`config.mk`:
```
export PLATFORM = sky130hd
export DESIGN_NAME = return_address_stack
export DESIGN_NICKNAME = d
export VERILOG_FILES = /design/src/rtl/mips_ras_pkg.sv /design/src/rtl/ras_storage.sv /design/src/rtl/return_address_stack.sv
export SDC_FILE = /design/constraint.sdc
export NUM_CORES = 1
export LEC_CHECK = 0
export CELL_PAD_IN_SITES_DETAIL_PLACEMENT = 0
export CELL_PAD_IN_SITES_GLOBAL_PLACEMENT = 2
export CORE_MARGIN = 2
export CORE_UTILIZATION = 45
export CTS_BUF_LIST = sky130_fd_sc_hd__clkbuf_4
export CTS_CLUSTER_SIZE = 14
export DETAILED_ROUTE_END_ITERATION = 8
export PLACE_DENSITY_LB_ADDON = 0.2
export SYNTH_ARGS = -nofsm -noshare
export SYNTH_HDL_FRONTEND = slang
export SYNTH_HIERARCHICAL = 1
export SYNTH_SLANG_ARGS = --single-unit
```
`constraint.sdc`:
```
create_clock -name clk -period 3.6 [get_ports clk]
set_clock_uncertainty 0.15 [all_clocks]
set_input_delay 0.72 -clock clk [delete_from_list [all_inputs] [get_ports clk]]
set_output_delay 0.72 -clock clk [all_outputs]
set_load 0.02 [all_outputs]
```
`src/rtl/mips_ras_pkg.sv`:
```
// Shared constants and types for the return-address stack.
package mips_ras_pkg;

  localparam int unsigned RAS_DEPTH_DEF = 8;
  localparam int unsigned RAS_NBITS_DEF = 32;
  localparam int unsigned STAT_BITS     = 16;

  typedef enum logic [1:0] {
    EV_NONE,
    EV_OVERFLOW,
    EV_UNDERFLOW
  } ras_event_e;

endpackage

```
`src/rtl/ras_storage.sv`:
```
// Depth x NBits register array: one synchronous write port, one combinational
// read port, asynchronous active-low clear.
module ras_storage #(
  parameter int unsigned Depth = 8,
  parameter int unsigned NBits = 32
) (
  input  logic                     clk,
  input  logic                     rst_n,
  input  logic                     we,
  input  logic [$clog2(Depth)-1:0] widx,
  input  logic [NBits-1:0]         wdata,
  input  logic [$clog2(Depth)-1:0] ridx,
  output logic [NBits-1:0]         rdata
);

  logic [NBits-1:0] mem [Depth];

  // Entry array; cleared on reset, single write per cycle.
  always_ff @(posedge clk or negedge rst_n) begin
    if (!rst_n) begin
      for (int i = 0; i < int'(Depth); i++) begin
        mem[i] <= '0;
      end
    end else if (we) begin
      mem[widx] <= wdata;
    end
  end

  // Combinational read of the selected entry.
  assign rdata = mem[ridx];

endmodule

```
`src/rtl/return_address_stack.sv`:
```
// Return-address stack: JAL pushes the link address, JR $ra pops the
// predicted return target. Circular buffer, oldest entry overwritten on
// overflow.
// Optional build macro RAS_STATS_EN enables saturating overflow/underflow
// event counters; without it both counter ports are tied to zero.
module return_address_stack
  import mips_ras_pkg::*;
#(
  parameter int unsigned NBits = RAS_NBITS_DEF,
  parameter int unsigned Depth = RAS_DEPTH_DEF
) (
  input  logic                 clk,
  input  logic                 reset,
  input  logic                 Push,
  input  logic [NBits-1:0]     PushAddr,
  input  logic                 Pop,
  output logic [NBits-1:0]     TopAddr,
  output logic                 Valid,
  output logic                 Full,
  output logic                 Underflow,
  output logic [STAT_BITS-1:0] OverflowCount,
  output logic [STAT_BITS-1:0] UnderflowCount
);

  localparam int unsigned PtrBits = $clog2(Depth);
  localparam int unsigned CntBits = PtrBits + 1;
  localparam logic [CntBits-1:0] FullCnt = CntBits'(Depth);

  logic [PtrBits-1:0] tp_q, tp_d;
  logic [CntBits-1:0] count_q, count_d;
  logic               we;
  logic [PtrBits-1:0] widx;
  logic [NBits-1:0]   rdata;
  ras_event_e         ev;
  logic               underflow_q;

  ras_storage #(
    .Depth (Depth),
    .NBits (NBits)
  ) u_storage (
    .clk   (clk),
    .rst_n (reset),
    .we    (we),
    .widx  (widx),
    .wdata (PushAddr),
    .ridx  (tp_q),
    .rdata (rdata)
  );

  // Next pointer/count, write control and event classification.
  always_comb begin
    tp_d    = tp_q;
    count_d = count_q;
    we      = 1'b0;
    widx    = tp_q + PtrBits'(1);
    ev      = EV_NONE;
    if (Push && Pop && (count_q != '0)) begin
      // Replace the top in place.
      we   = 1'b1;
      widx = tp_q;
    end else if (Push) begin
      // Plain push, or push+pop on an empty stack.
      we   = 1'b1;
      tp_d = tp_q + PtrBits'(1);
      if (count_q == FullCnt) begin
        ev = EV_OVERFLOW;
      end else begin
        count_d = count_q + CntBits'(1);
      end
    end else if (Pop) begin
      if (count_q != '0) begin
        tp_d    = tp_q - PtrBits'(1);
        count_d = count_q - CntBits'(1);
      end else begin
        ev = EV_UNDERFLOW;
      end
    end
  end

  // Pointer, occupancy and underflow pulse registers.
  always_ff @(posedge clk or negedge reset) begin
    if (!reset) begin
      tp_q        <= '0;
      count_q     <= '0;
      underflow_q <= 1'b0;
    end else begin
      tp_q        <= tp_d;
      count_q     <= count_d;
      underflow_q <= (ev == EV_UNDERFLOW);
    end
  end

  assign TopAddr   = (count_q != '0) ? rdata : '0;
  assign Valid     = (count_q != '0);
  assign Full      = (count_q == FullCnt);
  assign Underflow = underflow_q;

`ifdef RAS_STATS_EN
  logic [STAT_BITS-1:0] ovf_cnt_q;
  logic [STAT_BITS-1:0] unf_cnt_q;

  // Saturating event counters.
  always_ff @(posedge clk or negedge reset) begin
    if (!reset) begin
      ovf_cnt_q <= '0;
      unf_cnt_q <= '0;
    end else begin
      if ((ev == EV_OVERFLOW) && (ovf_cnt_q != '1)) begin
        ovf_cnt_q <= ovf_cnt_q + STAT_BITS'(1);
      end
      if ((ev == EV_UNDERFLOW) && (unf_cnt_q != '1)) begin
        unf_cnt_q <= unf_cnt_q + STAT_BITS'(1);
      end
    end
  end

  assign OverflowCount  = ovf_cnt_q;
  assign UnderflowCount = unf_cnt_q;
`else
  assign OverflowCount  = '0;
  assign UnderflowCount = '0;
`endif

endmodule
```
[Word level (Yosys, flattened, before mapping)]
Index checks and enable logic that the tools add are counted.
Operators by class
  mux-type cells: 22
  reductions and logical operators: 8
  magnitude comparators: 3
  bitwise gates (word level): 3
  equality and inequality tests: 3
  add/subtract/negate cells: 4
Operator list (number)
  $bwmux 256: 1
  $mux 32: 4
  $bmux 32 s3: 1
  $demux 32 s3: 1
  $mux 4: 4
  $mux 3: 4
  $ge 4x4->1 const B: 2
  $mux 2: 4
  $not 3->4: 2
  $add 4x1->4 const B: 1
  $eq 4x4->1 const B: 1
  $lt 4x1->1 const B: 1
  $reduce_and 4->1: 1
  $reduce_bool 2->1: 2
  $reduce_bool 4->1: 1
  $sub 4x1->4 const B: 1
  $add 3x1->3 const B: 1
  $logic_and 1x1->1: 3
  $mux 1: 3
  $reduce_and 3->1: 1
  $sub 3x1->3 const B: 1
  $eq 2x2->1 const B: 1
  $ne 2x2->1 const B: 1
  $not 1->1: 1
Word-level totals
  flip-flop bits (word level): 264
  output and inout port bits: 67
  logic and storage cells: 54
  input bits: 36

[Depth between registers and ports, before layout]
  depth after elaboration: 9
  depth in mapped cells: 10
  gate-level depth less buffers: 6

[By module]
The synthesis kept the hierarchy.
By module, submodules not included
  ras_storage: area an instance 11639.9 sq um, cells each 665, times used 1, seq. area each 6406.1 sq um
  return_address_stack: area an instance 1137.3 sq um, cells each 136, times used 1, seq. area each 200.2 sq um

[Worst setup path before layout]
OpenSTA, ideal clock, no wires.
  path kind: input-to-reg
  start point: input Push
  end point: register u_storage/mem[161] (netlist name)
  path slack: 0.764 ns
  stages on the path: 9
  data arrival time: 2.561 ns
  setup time: 0.125 ns
  required time: 3.325 ns
  path buffers: 4
  cell sequence: buf_2 > inv_1 > or3_1 > nand2_1 > buf_2 > nor4bb_1 > clkbuf_2 > buf_4 > mux2_2
Between the ends
  longest elaborated chain between the ends: 9
Ends and longest elaborated chain
  from (decl): line return_address_stack.sv:14  | input logic Push,
  $logic_and 1x1->1 (*) (2 in a row): line return_address_stack.sv:57  | if (Push && Pop && (count_q != '0)) begin
  $mux 3 (*): line return_address_stack.sv:57
  via widx[1]: line return_address_stack.sv:32  | logic [PtrBits-1:0] widx;
  $not 3->4 (implied by the code) (*): line ras_storage.sv:25  | mem[widx] <= wdata;
  $ge 4x4->1 (implied by the code) or $lt 4x1->1 (tied branches): line ras_storage.sv:25
  $logic_and 1x1->1 (implied by the code): line ras_storage.sv:25
  $mux 32 (implied by the code): line ras_storage.sv:25
  $demux 32 s3 (*): line ras_storage.sv:25
  $bwmux 256 (*): line ras_storage.sv:25
  to (signal, indexed assignment): line ras_storage.sv:25
  to (decl): line ras_storage.sv:16  | logic [NBits-1:0] mem [Depth];
The timed path passes the listed nets; every way through them passes the cells marked *.
A chain may end at the register's enable or synchronous reset.

[Worst setup path in the final report]
  start point: register tp_q[0]
  end point: output TopAddr[26]
Between the ends
  longest elaborated chain between the ends: 5
Ends and longest elaborated chain
  from (decl): line return_address_stack.sv:29  | logic [PtrBits-1:0] tp_q, tp_d;
  from (signal assigned): line return_address_stack.sv:87  | tp_q <= tp_d;
  $not 3->4 (implied by the code): line ras_storage.sv:30  | assign rdata = mem[ridx];
  $bmux 32 s3: line ras_storage.sv:30
  $mux 32 (implied by the code) (2 in a row): line ras_storage.sv:30
  via rdata[26]: line return_address_stack.sv:33  | logic [NBits-1:0] rdata;
  $mux 32: line return_address_stack.sv:93  | assign TopAddr = (count_q != '0) ? rdata : '0;
  to (decl): line return_address_stack.sv:17  | output logic [NBits-1:0] TopAddr,
The timed path passes the listed nets, and every way through them passes these cells. The select of a mux whose other input is x is not followed.

==> summary.txt <==
WL met1 - 12.78 mm
# rows - 61
Worst hold start - u_storage/mem[114]
Synth top area share - 51.70%
Outcome - completed
Cell taking the most area after synthesis - dfrtp_1
Area of the die - 29,760 um^2
Placeable Area - 27,860 um^2
Synth warnings - 6
Critical path launch point type - flop
Clock Latency Late Sink - 670 ps
# fillers - 2,303
Ys flop type - dfrtp_1
Peak Freq - 284.8 MHz
Starting Density - 45.87%
CTS tree - yes
CTS buffer count - 71
RR Endpoint - u_storage/mem[150]
Metal3 WL - 1.122 mm
Crit Reg-Reg Startpoint - count_q[1]
DR DRC count - 0
P_int - 10.41 mW
Footprint of the multi-input gates - 5660 um^2
EDFF count, synth - 0
Sequential area share after synthesis - 51.70%
Worst Hold Endpoint - u_storage/mem[114]
Post-Syn Area per Cell - 15.95 um^2
Hold path cells - 1
Number of I/O pins - 103
Port Buffer Count - 70
First-pass GRT wire length - 47.25 mm
Routed met2 length - 15.09 mm
Clk sinks - 264
Worst IR Drop VDD - 0.4828 mV
DRT Pass-1 Iters - 4
Die height - 172.5 um
Antenna Nets Post-Route - 0
Via density per instance - 5.473
R2R Setup Slk - 240 ps
Via Count - 7,443
Critical Path AT - 2640 ps
Min cycle time layout - 3512 ps
Clock tree buffer depth - 3
Half-perimeter wire length after placement - 16.73 mm
Layout area overhead - 17.02%
Place WS - 154.9 ps
Post-synth cell types - 44
Initial antenna violation count - 1
Period utilization - 97.55%
Per-cell routed wire length - 21.73 um
Synth Register Bits - 264
Total routed wirelength - 29.55 mm
Sequential share of power - 34.0%
Logic gate share of total power - 48.7%
Top Layer Used - met4
Sw Ratio - 33.71%
Leakage - 6.504 nW
Register Area - 6616 um^2
Area contributors post-synth - dfrtp_1 52%, mux2_2 25%, mux4_1 8.2%
Die width - 172.5 um
Post-Synthesis Cells - 801
Worst Reg-to-Reg Cells - 7
H-tree Lvls - 3
Hold Vio Cnt, Final - 0
Final setup fails - 0
Root buf cell - clkbuf_4
Largest net degree at the start of global routing - 85
Clock share of power - 17.3%
Pins over their slew limit - 0
Iteration-0 DRC Markers - 340
Hold WC Path Type - reg2reg
Max-Cap Viols - 0
Cell Area, Synth - 12,780 um^2
CP Class - reg2out
Start point of the critical path - tp_q[0]
GPL Wtd Cong - 0.7115
CP max FO - 7
Worst-margin pin slew - 606.2 ps
Final worst slack - 88.35 ps
Vias in the first global route - 8,453
Final setup TNS - 0 ps
GRT Overall Usage - 20.33%
Total gr overflow - 0
Nets@finish - 976
Sw Pwr - 5.293 mW
Ys async rst share - 100.0%
Kind of end point of the critical path - output pin
Cell Pwr Density - 1050 nW/um^2
WP data required - 2730 ps
Max-slew headroom - 59.39%
Layout cells sized above 1 - 54.18%
Clock Pin Slew Worst Setup and Hold Paths - 70 ps
RSZ-0062 raised after global routing - false
==> sequential cells by signal, indices dropped and copies added, names as in the netlist <==
signal	count
Underflow	1
count_q	4
u_storage/mem	256
tp_q	3
==> cells in the final DEF (no fill, tap or decap), drive strengths merged, types with 3 or more instances in the layout <==
| cell | count |
|---|---|
| bufinv | 3 |
| o21ai | 3 |
| nand3 | 6 |
| inv | 6 |
| ha | 4 |
| conb | 32 |
| clkbuf | 108 |
| nand2 | 5 |
| and2 | 33 |
| buf | 75 |
| a21oi | 3 |
| xnor2 | 6 |
| clkinv | 7 |
| clkdlybuf4s50 | 36 |
| dfrtp | 264 |
| nand4b | 3 |
| nor2 | 4 |
| mux4 | 64 |
| mux2 | 290 |
| nor4bb | 3 |
==> logic make-up after synthesis <==
group	share of synthesized area [%]
xor+xnor	0.5386
flops	51.70
buf+inv	4.877
fa+ha+maj	0.5484
compound gates	0.8029
simple gates	3.329
other cells	0.02935
mux	38.17
==> metrics by stage <==
stage	hold WS [ps]	instances	power (mW)	area (um^2)	utilization (%)
2_1_floorplan	274.4	832	10.43	12890	-
3_3_place_gp	308.6	1223	12.52	13890	49.85
3_5_place_dp	322.1	1223	12.88	13890	49.85
4_1_cts	336.5	1358	15.96	15050	54.02
5_1_grt	357.1	1360	16.70	14950	53.67
6_report	334.9	1360	15.70	14950	53.67
==> how the worst max path moves through the flow <==
stage                                     to  slack, ps  cells past startpoint
final                            TopAddr[26]         90                      6
after global routing             TopAddr[26]          3                      6
after CTS                        TopAddr[25]        -90                      6
after detailed placement  u_storage/mem[163]        150                      7
after global placement    u_storage/mem[169]        240                      7
after floorplan           u_storage/mem[161]        760                      9
==> timing repair <==
item	4_1_cts	5_1_grt
setup buffers	9	1
hold buffers	1	0
gates cloned	7	1
gates resized for setup	135	40
setup endpoints to repair	33	24
hold endpoints to repair	70	0
==> synthesized netlist by cell type (2+ instances only) <==
master	count
mux2_1	9
mux2i_1	2
nand4b_1	3
buf_2	24
and2_1	33
ha_1	4
buf_6	10
nor4bb_1	3
mux4_2	24
nand2_1	4
clkbuf_1	3
a21oi_1	2
nand2b_1	2
buf_1	3
nor2_1	4
nand3_1	5
inv_1	4
dfrtp_1	264
mux2_2	281
nand4_1	2
mux4_1	40
xnor2_1	5
a31oi_1	2
clkbuf_2	3
or3_1	2
buf_4	45
==> layer usage <==
metal,vias up,track usage (%)
li1,3237,-
met3,50,3.625
met5,-,0
met4,0,7.265
met2,177,35.06
met1,3979,25.78
==> power by group through the flow <==
stage          Combinational (mW)  Clock, mW  Sequential, mW
5_1_grt                      8.19       2.98            5.53
3_3_place_gp                 7.33          0            5.18
6_report                     7.64       2.72            5.34
2_1_floorplan                5.43          0            5.00
4_1_cts                      7.81       2.82            5.33
3_5_place_dp                 7.53          0            5.35
==> critical path, stage by stage, from the launching register on <==
cell and delay, ps:
dfrtp_4 490, buf_6 190, buf_6 140, mux4_1 550
mux2_2 300, and2_1 140, buf_2 150
==> layout make-up <==
type | count | area share, %
diodes | 2 | 0.03347
clock buffers | 105 | 5.272
clock inverters | 13 | 0.8787
inverters | 4 | 0.1004
multi-input cells | 476 | 37.86
flip-flops and latches | 264 | 44.25
well taps | 378 | 3.163
repair buffers | 118 | 8.444
No activity file was read; power rests on OpenSTA's default activity.
